### src/rtl/sgbm_axi_rd_arb_pkg.sv
// Shared AXI constants, FSM encodings and helper types for the sgbm read arbiter.
package sgbm_axi_rd_arb_pkg;

  localparam logic [2:0] AXI_SIZE_8B    = 3'b011;
  localparam logic [1:0] AXI_BURST_INCR = 2'b01;
  localparam logic [3:0] AXI_CACHE_DEF  = 4'b0011;

  localparam logic [1:0] RDARB_IDLE = 2'd0;
  localparam logic [1:0] RDARB_ADDR = 2'd1;
  localparam logic [1:0] RDARB_DATA = 2'd2;

  typedef enum logic [1:0] {
    ST_IDLE = RDARB_IDLE,
    ST_ADDR = RDARB_ADDR,
    ST_DATA = RDARB_DATA
  } rdarb_state_t;

  typedef struct packed {
    logic [31:0] addr;
    logic [3:0]  len;
    logic [5:0]  id;
  } ar_cmd_t;

  function automatic logic [31:0] sat_inc32(input logic [31:0] v);
    return (v == 32'hFFFF_FFFF) ? v : v + 32'd1;
  endfunction

endpackage

### src/rtl/sgbm_rr_pick.sv
// Combinational round-robin selector: first set request strictly after ptr, wrapping.
module sgbm_rr_pick #(
  parameter int N  = 2,
  parameter int PW = (N > 1) ? $clog2(N) : 1
) (
  input  logic [N-1:0]  req,
  input  logic [PW-1:0] ptr,
  output logic [PW-1:0] idx,
  output logic          vld
);

  always_comb begin
    int best;
    best = N;
    idx  = '0;
    vld  = 1'b0;
    // Distance 0 is the requester right after ptr; ptr itself is distance N-1.
    for (int j = 0; j < N; j++) begin
      if (req[j] && (((j - int'(ptr) - 1 + 2 * N) % N) < best)) begin
        best = (j - int'(ptr) - 1 + 2 * N) % N;
        idx  = PW'(j);
        vld  = 1'b1;
      end
    end
  end

endmodule

### src/rtl/sgbm_axi_rd_arb.sv
// Round-robin arbiter sharing one AXI read master; req->arvalid 1 cycle, one burst outstanding,
// R backpressure passes straight through from the owner. Optional perf counters: SGBM_RD_ARB_PERF_EN.
module sgbm_axi_rd_arb
  import sgbm_axi_rd_arb_pkg::*;
#(
  parameter int         NUM_REQ = 2,
  parameter logic [5:0] ID_BASE = 6'd0
) (
  input  logic                    clk,
  input  logic                    rst,
  input  logic [NUM_REQ-1:0]      i_req,
  input  logic [NUM_REQ*32-1:0]   i_addr,
  input  logic [NUM_REQ*4-1:0]    i_len,
  output logic [NUM_REQ-1:0]      o_gnt,
  output logic [63:0]             o_rdata,
  output logic [NUM_REQ-1:0]      o_rvalid,
  output logic [NUM_REQ-1:0]      o_rlast,
  input  logic [NUM_REQ-1:0]      i_rready,
  output logic                    o_busy,
  output logic                    o_err,
`ifdef SGBM_RD_ARB_PERF_EN
  output logic [NUM_REQ*32-1:0]   o_perf_bursts,
  output logic [NUM_REQ*32-1:0]   o_perf_wait,
`endif
  output logic                    m_axi_arvalid,
  input  logic                    m_axi_arready,
  output logic [31:0]             m_axi_araddr,
  output logic [3:0]              m_axi_arlen,
  output logic [5:0]              m_axi_arid,
  output logic [2:0]              m_axi_arsize,
  output logic [1:0]              m_axi_arburst,
  output logic [2:0]              m_axi_arprot,
  output logic [3:0]              m_axi_arcache,
  output logic [1:0]              m_axi_arlock,
  output logic [3:0]              m_axi_arqos,
  input  logic                    m_axi_rvalid,
  output logic                    m_axi_rready,
  input  logic [63:0]             m_axi_rdata,
  input  logic                    m_axi_rlast,
  input  logic [5:0]              m_axi_rrid,
  input  logic [1:0]              m_axi_rresp
);

  localparam int PW = (NUM_REQ > 1) ? $clog2(NUM_REQ) : 1;

  rdarb_state_t  state;
  logic [PW-1:0] owner;
  logic [PW-1:0] rr_ptr;
  logic [PW-1:0] pick_idx;
  logic          pick_vld;
  ar_cmd_t       cmd;
  logic [4:0]    beat_cnt;

  sgbm_rr_pick #(.N(NUM_REQ), .PW(PW)) u_pick (
    .req (i_req),
    .ptr (rr_ptr),
    .idx (pick_idx),
    .vld (pick_vld)
  );

  always_ff @(posedge clk) begin
    if (rst) begin
      state         <= ST_IDLE;
      rr_ptr        <= PW'(NUM_REQ - 1);
      owner         <= '0;
      cmd           <= '0;
      beat_cnt      <= '0;
      m_axi_arvalid <= 1'b0;
      o_gnt         <= '0;
      o_err         <= 1'b0;
    end else begin
      o_gnt <= '0;
      case (state)
        ST_IDLE: begin
          if (pick_vld) begin
            owner         <= pick_idx;
            cmd.addr      <= i_addr[32 * int'(pick_idx) +: 32];
            cmd.len       <= i_len[4 * int'(pick_idx) +: 4];
            cmd.id        <= ID_BASE + 6'(pick_idx);
            m_axi_arvalid <= 1'b1;
            state         <= ST_ADDR;
          end
        end
        ST_ADDR: begin
          // Burst is committed once registered; a dropped i_req is not looked at here.
          if (m_axi_arready) begin
            m_axi_arvalid <= 1'b0;
            o_gnt[owner]  <= 1'b1;
            beat_cnt      <= '0;
            state         <= ST_DATA;
          end
        end
        ST_DATA: begin
          if (m_axi_rvalid && m_axi_rready) begin
            beat_cnt <= beat_cnt + 5'd1;
            if (m_axi_rlast) begin
              if (beat_cnt != {1'b0, cmd.len}) o_err <= 1'b1;
              rr_ptr <= owner;
              state  <= ST_IDLE;
            end else if (beat_cnt == {1'b0, cmd.len}) begin
              // Final expected beat went by without rlast: slave overran arlen.
              o_err <= 1'b1;
            end
          end
        end
        default: state <= ST_IDLE;
      endcase
    end
  end

  always_comb begin
    o_rvalid     = '0;
    o_rlast      = '0;
    m_axi_rready = 1'b0;
    if (state == ST_DATA) begin
      m_axi_rready    = i_rready[owner];
      o_rvalid[owner] = m_axi_rvalid;
      o_rlast[owner]  = m_axi_rlast;
    end
  end

  assign o_rdata       = m_axi_rdata;
  assign o_busy        = (state != ST_IDLE);
  assign m_axi_araddr  = cmd.addr;
  assign m_axi_arlen   = cmd.len;
  assign m_axi_arid    = cmd.id;
  assign m_axi_arsize  = AXI_SIZE_8B;
  assign m_axi_arburst = AXI_BURST_INCR;
  assign m_axi_arcache = AXI_CACHE_DEF;
  assign m_axi_arprot  = 3'b000;
  assign m_axi_arlock  = 2'b00;
  assign m_axi_arqos   = 4'b0000;

  logic unused;
  assign unused = ^{m_axi_rrid, m_axi_rresp};

`ifdef SGBM_RD_ARB_PERF_EN
  always_ff @(posedge clk) begin
    if (rst) begin
      o_perf_bursts <= '0;
      o_perf_wait   <= '0;
    end else begin
      for (int r = 0; r < NUM_REQ; r++) begin
        if (state == ST_ADDR && m_axi_arready && owner == PW'(r))
          o_perf_bursts[r*32 +: 32] <= sat_inc32(o_perf_bursts[r*32 +: 32]);
        if (i_req[r] && !(state != ST_IDLE && owner == PW'(r)))
          o_perf_wait[r*32 +: 32] <= sat_inc32(o_perf_wait[r*32 +: 32]);
      end
    end
  end
`endif

endmodule
### config.mk
export PLATFORM = sky130hd
export DESIGN_NAME = sgbm_axi_rd_arb
export DESIGN_NICKNAME = d
export VERILOG_FILES = /design/src/rtl/sgbm_axi_rd_arb_pkg.sv /design/src/rtl/sgbm_rr_pick.sv /design/src/rtl/sgbm_axi_rd_arb.sv
export SDC_FILE = /design/constraint.sdc
export NUM_CORES = 1
export LEC_CHECK = 0
export CAP_MARGIN = 10
export CORE_AREA = 2 2 110 112
export CTS_CLUSTER_DIAMETER = 100
export DETAILED_ROUTE_END_ITERATION = 7
export DIE_AREA = 0 0 112 114
export GPL_TIMING_DRIVEN = 0
export PLACE_DENSITY = 0.71
export SLEW_MARGIN = 20
export SYNTH_ARGS = -nofsm -noshare
export SYNTH_HDL_FRONTEND = slang
export SYNTH_HIERARCHICAL = 1
export SYNTH_SLANG_ARGS = --single-unit
### constraint.sdc
create_clock -name clk -period 3.3 [get_ports clk]
set_input_delay 0.33 -clock clk [delete_from_list [all_inputs] [get_ports clk]]
set_output_delay 0.33 -clock clk [all_outputs]
set_load 0.01 [all_outputs]
# After elaboration in Yosys (flattened, before gate mapping)
# Cells that the tools add are included.
dict set report word_totals {
  latchBits 0
  mem_bits_ro 0
  ram_bits 0
  word_cells 78
  regBits 49
  in_bits 153
  out_inout_bits 134
  n_memories 0
}
dict set report classes {
  mul 0
  n_eq_ne 9
  div_mod_pow 0
  reduce_logical 16
  bitwise_logic 6
  order_cmp 4
  n_shift 2
  n_mux 25
  addsub 7
}
# cell n
set op_table {}
lappend op_table {{32-bit by 4-bit adder with 32-bit output, second input constant} 2}
lappend op_table {{64-bit by 7-bit variable part select with 32-bit output} 1}
lappend op_table {{2-bit by 32-bit < comparator with 1-bit output} 1}
lappend op_table {{32-bit 2-to-1 mux} 1}
lappend op_table {{32-bit by 2-bit subtractor with 32-bit output, second input constant} 1}
lappend op_table {{1-bit 2-to-1 mux} 12}
lappend op_table {{2-bit 2-to-1 mux} 6}
lappend op_table {{5-bit 2-to-1 mux} 2}
lappend op_table {{5-bit one-hot mux with 2 select lines} 1}
lappend op_table {{3-bit AND reduction} 3}
lappend op_table {{2-bit inequality test, second input constant} 4}
lappend op_table {{4-bit AND reduction} 2}
lappend op_table {{2-bit nonzero test} 4}
lappend op_table {{8-bit by 4-bit variable part select with 4-bit output} 1}
lappend op_table {{2-bit one-hot mux with 3 select lines} 1}
lappend op_table {{5-bit by 1-bit adder with 5-bit output, second input constant} 1}
lappend op_table {{5-bit by 4-bit equality test with 1-bit output} 1}
lappend op_table {{5-bit by 4-bit inequality test with 1-bit output} 1}
lappend op_table {{2-bit bitwise AND} 2}
lappend op_table {{1-bit logical AND} 4}
lappend op_table {{1-bit by 1-bit subtractor with 2-bit output, first input constant} 2}
lappend op_table {{2-bit by 3-bit < comparator with 1-bit output, second input constant} 1}
lappend op_table {{3-bit OR reduction} 1}
lappend op_table {{2-bit by 2-bit subtractor with 3-bit output, second input constant} 1}
lappend op_table {{11 further kinds} 13}

# Depth between registers and ports, before layout
dict set report logic_depth {
  depth_word 12
  mapped_depth 6
  depth_no_buf 5
}

# Cells and area by module
# Netlist, hierarchy kept.
# module area_each_um2 seq_area_each_um2 n_inst cells_each
set by_module_without_submodules {}
lappend by_module_without_submodules {sgbm_axi_rd_arb 2932.8 980.9 1 326}
lappend by_module_without_submodules {sgbm_rr_pick 13.8 0.0 1 2}

# Worst setup path before layout
# Ideal clock, no wire load.
dict set report synth_timing {
  path_kind {input to register}
  from {input i_req[1]}
  to {register cmd, in the netlist m_axi_araddr[0]}
  arrival_ns 1.221
  required_time_ns 3.166
  setup_ns 0.134
  path_stages 5
  path_slack_ns 1.945
  path_buffers 2
  path_cell_list {a21boi_0 > buf_4 > buf_2 > mux2i_1 > a211oi_1}
}
dict set report synth_via {
  elab_chain_cells 3
  word_cells_on_any_way 5
  classes_between {shift: 1; mux: 2; reduce/logical: 2}
}
# element line_no
set synth_lines {}
lappend synth_lines {{start, declared} sgbm_axi_rd_arb.sv:11} ;# input logic [NUM_REQ-1:0] i_req,
lappend synth_lines {{1-bit logical AND *} sgbm_rr_pick.sv:19} ;# if (req[j] && (((j - int'(ptr) - 1 + 2 * N) % N) < best)) begin
lappend synth_lines {{1-bit 2-to-1 mux} sgbm_rr_pick.sv:19}
lappend synth_lines {{64-bit by 7-bit variable part select with 32-bit output / 2-bit AND reduction (equally long branches)} --}
lappend synth_lines {{end, declared} sgbm_axi_rd_arb.sv:51} ;# ar_cmd_t cmd;
# Every way passes the cells marked *; elsewhere a longest branch is shown, timed or not.
# A chain may end at the register's enable or synchronous reset.

# Final worst setup path
dict set report layout_timing {
  from {register owner}
  to {output m_axi_rready}
}
dict set report layout_via {
  elab_chain_cells 3
}
# element line_no
set layout_lines {}
lappend layout_lines {{start, declared} sgbm_axi_rd_arb.sv:47} ;# logic [PW-1:0] owner;
lappend layout_lines {{start signal, assigned} sgbm_axi_rd_arb.sv:76} ;# owner <= pick_idx;
lappend layout_lines {{1-bit 2-to-1 mux (not written as such) (2 in a row)} sgbm_axi_rd_arb.sv:116} ;# m_axi_rready = i_rready[owner];
lappend layout_lines {{1-bit 2-to-1 mux} sgbm_axi_rd_arb.sv:115} ;# if (state == ST_DATA) begin
lappend layout_lines {{end, declared} sgbm_axi_rd_arb.sv:37} ;# output logic m_axi_rready,
# No other way between the ends. The select of a mux whose other input is x is not followed.

==> metrics.md <==
| Metric | Value |
|---|---|
| Worst VDD drop | 0.221 mV |
| Total gr overflow | 0 |
| Slowest-stage cell, CP | dfxtp_1 |
| Max Buffers Root-to-Sink | 2 |
| Critical Path Stages | 3 |
| Vias/cell | 4.17 |
| Initial Util | 25.2% |
| Total negative slack | 0 ns |
| Clock slew at reported path FFs | 0.06 ns |
| Final Instance Area | 5250 µm² |
| Layout area overhead | 78.3% |
| Slew at the pin with the worst max-slew slack | 0.540 ns |
| Unrepaired setup endpoints after global routing | no |
| Top-area cell type share of the netlist area | 33.3% |
| Setup Skew | 0.00504 ns |
| Slew Limit Fails | 0 |
| Hold/Removal Path Class | reg2reg |
| Most common flop cell mapped by yosys | dfxtp_1 |
| Site Rows | 40 |
| Ys Warns | 6 |
| Clock latency on the worst-skew pair | 0.28 ns |
| Arr. time, crit path | 1.82 ns |
| Fin util | 44.9% |
| Clock sink count | 49 |
| MaxCap Viol Count | 0 |
| Routability cong. | 0.788 |
| Avg Cell Area, Syn | 8.98 µm² |
| Max incr delay on CP | 0.48 ns |
| Post-cts repair resize count | 0 |
| Cts bufs inserted | 5 |
| Detailed-route wire length | 8.79 mm |
| I/O Buffers | 190 |
| Top delay family on crit path | flip-flops |
| Critical Path Fanout Max | 8 |
| Die area | 12800 µm² |
| Fillcell total | 1151 |
| Fraction of layout cells with a size suffix above 1 | 21.1% |
| Routed len/inst | 12.7 µm |
| Router iterations before antenna repair | 4 |
| Synthesized cell area | 2950 µm² |
| Initial antenna violation count | 0 |
| Sequence of cells on the critical path | mux2_4 > and2_2 > clkdlybuf4s50_1 |
| Setup WS post-layout | 1.15 ns |
| Drt drc | 0 |
| Worst R2R Path Depth | 5 |
| Root buffer cell | clkbuf_16 |
| Tmin final | 2.15 ns |
| Place WS | 1.11 ns |
| Data required time of the worst path | 2.97 ns |
| Global-route wire length before repair | 13.6 mm |
| Asr flop ratio synth | 0% |
| Synth area leaders | dfxtp_1, buf_4, mux2i_1 |
| Initial DRC count | 46 |
| Final nets | 700 |
| CP Launch Type | flip-flop |
| Max-slew headroom | 64.0% |
| Status | finished clean |
| Largest net degree at the start of global routing | 14 |
| Area of the core | 11700 µm² |
| Commonest cells post-synth | buf_4, dfxtp_1, nor2_1 |
| Leakage | 2.20 nW |
| Post-Synthesis Cells | 328 |
| Global-route usage over all layers | 13.0% |
| Register area share after synthesis | 33.3% |
| Cell variety after synth | 40 |
| Htree depth | 2 |
| Antenna cells | 0 |
| Fin crit share | 65.3% |
| WHS Path Cells | 1 |
| Via Count | 2890 |
| Placement Cell Area | 5110 µm² |
| Synth area leader | dfxtp_1 |
| Count leader, synth | buf_4 |
| Kind of critical path | reg2out |
| I/O pin count | 287 |
| Hold_buf cts | 0 |
| Fmax | 464 MHz |
| Die Width | 112 µm |
| Number of post-CTS setup repair buffers | 0 |
| Power Density | 352 nW/µm² |
| R2R Setup Slk | 1.67 ns |
| Hold Fails Final Rpt | 0 |
| Final setup viols | 0 |
| Crit path buf inv count | 1 |
| Post-route ant nets | 0 |
| Die height | 114 µm |
| Critical Path Sink Type | primary output |
| TritonCTS clock tree | built |
| EDFF count, synth | 0 |
| Detailed placer's ending HPWL | 7.39 mm |
| Post-synthesis sequential element count | 49 |
| Vias in the first global route | 2823 |
[power breakdown]
part / internal, W / switching [W] / total, W
clock: 0.000298 / 0.000204 / 0.000502
sequential: 0.000652 / 0.0000392 / 0.000691
combinational: 0.000399 / 0.000257 / 0.000656
[area by class of cell]
type	count	area [µm²]	area share, %
buffer	105	758	14.4
inverter	6	22.5	0.429
multi-input combinational	189	1260	24.1
sequential	49	981	18.7
clock buffer	7	143	2.71
tap	147	184	3.50
timing repair buffer	190	1900	36.2
[metal layers]
metal  up-vias  share of wire (%)  track usage, %
li1       1440                  -               -
met1      1308                 39            14.5
met2       140                 52            24.8
met4         0               0.27            2.20
met3         2                8.8            3.93
met5         -                  0               0
[worst paths after layout]
check | from | end
max | owner | m_axi_rready
min | rr_ptr | rr_ptr
max reg2reg | rr_ptr | m_axi_araddr[31]
min reg2reg | rr_ptr | rr_ptr
[kinds of logic (layout without fill, tap and decap cells)]
logic type / count (synthesis) / in the layout / share of synthesized area, %
XOR/XNOR: 8 / 8 / 2.38
other: 2 / 23 / 0.255
multiplexers: 39 / 39 / 13.5
adder cells (fa/ha/maj): 1 / 1 / 0.425
flip-flops: 49 / 49 / 33.3
AO/OA/AOI/OAI: 46 / 46 / 11.7
AND/OR/NAND/NOR: 72 / 72 / 12.0
buffers and inverters: 111 / 308 / 26.5
[registers in the layout, indices dropped and copies added, names as in the netlist]
| register | cells |
|---|---|
| beat_cnt | 5 |
| m_axi_araddr | 32 |
| m_axi_arlen | 4 |
| m_axi_arvalid | 1 |
| o_err | 1 |
| o_gnt | 2 |
| owner | 1 |
| rr_ptr | 1 |
| state | 2 |
[layout by cell type, fill, tap and decap left out, types with 3 or more instances in the layout]
cell and instances:
a211oi_1 36, a21oi_1 3, buf_2 6, buf_4 93, clkbuf_1 5, clkbuf_16 5, clkdlybuf4s50_1 190, conb_1 23
dfxtp_1 49, inv_1 6, mux2i_1 37, nand2_1 3, nand3_1 3, nor2_1 47, xor2_1 6
[per-stage QoR]
step / hold slack (ns) / power (W) / cells
after floorplan: 0.430 / 0.00102 / 349
after global placement: 0.452 / 0.00136 / 686
after detailed placement: 0.461 / 0.00137 / 686
after CTS: 0.476 / 0.00187 / 693
after global routing: 0.509 / 0.00195 / 693
final: 0.472 / 0.00185 / 693
Power figures use the tool's default switching activity.
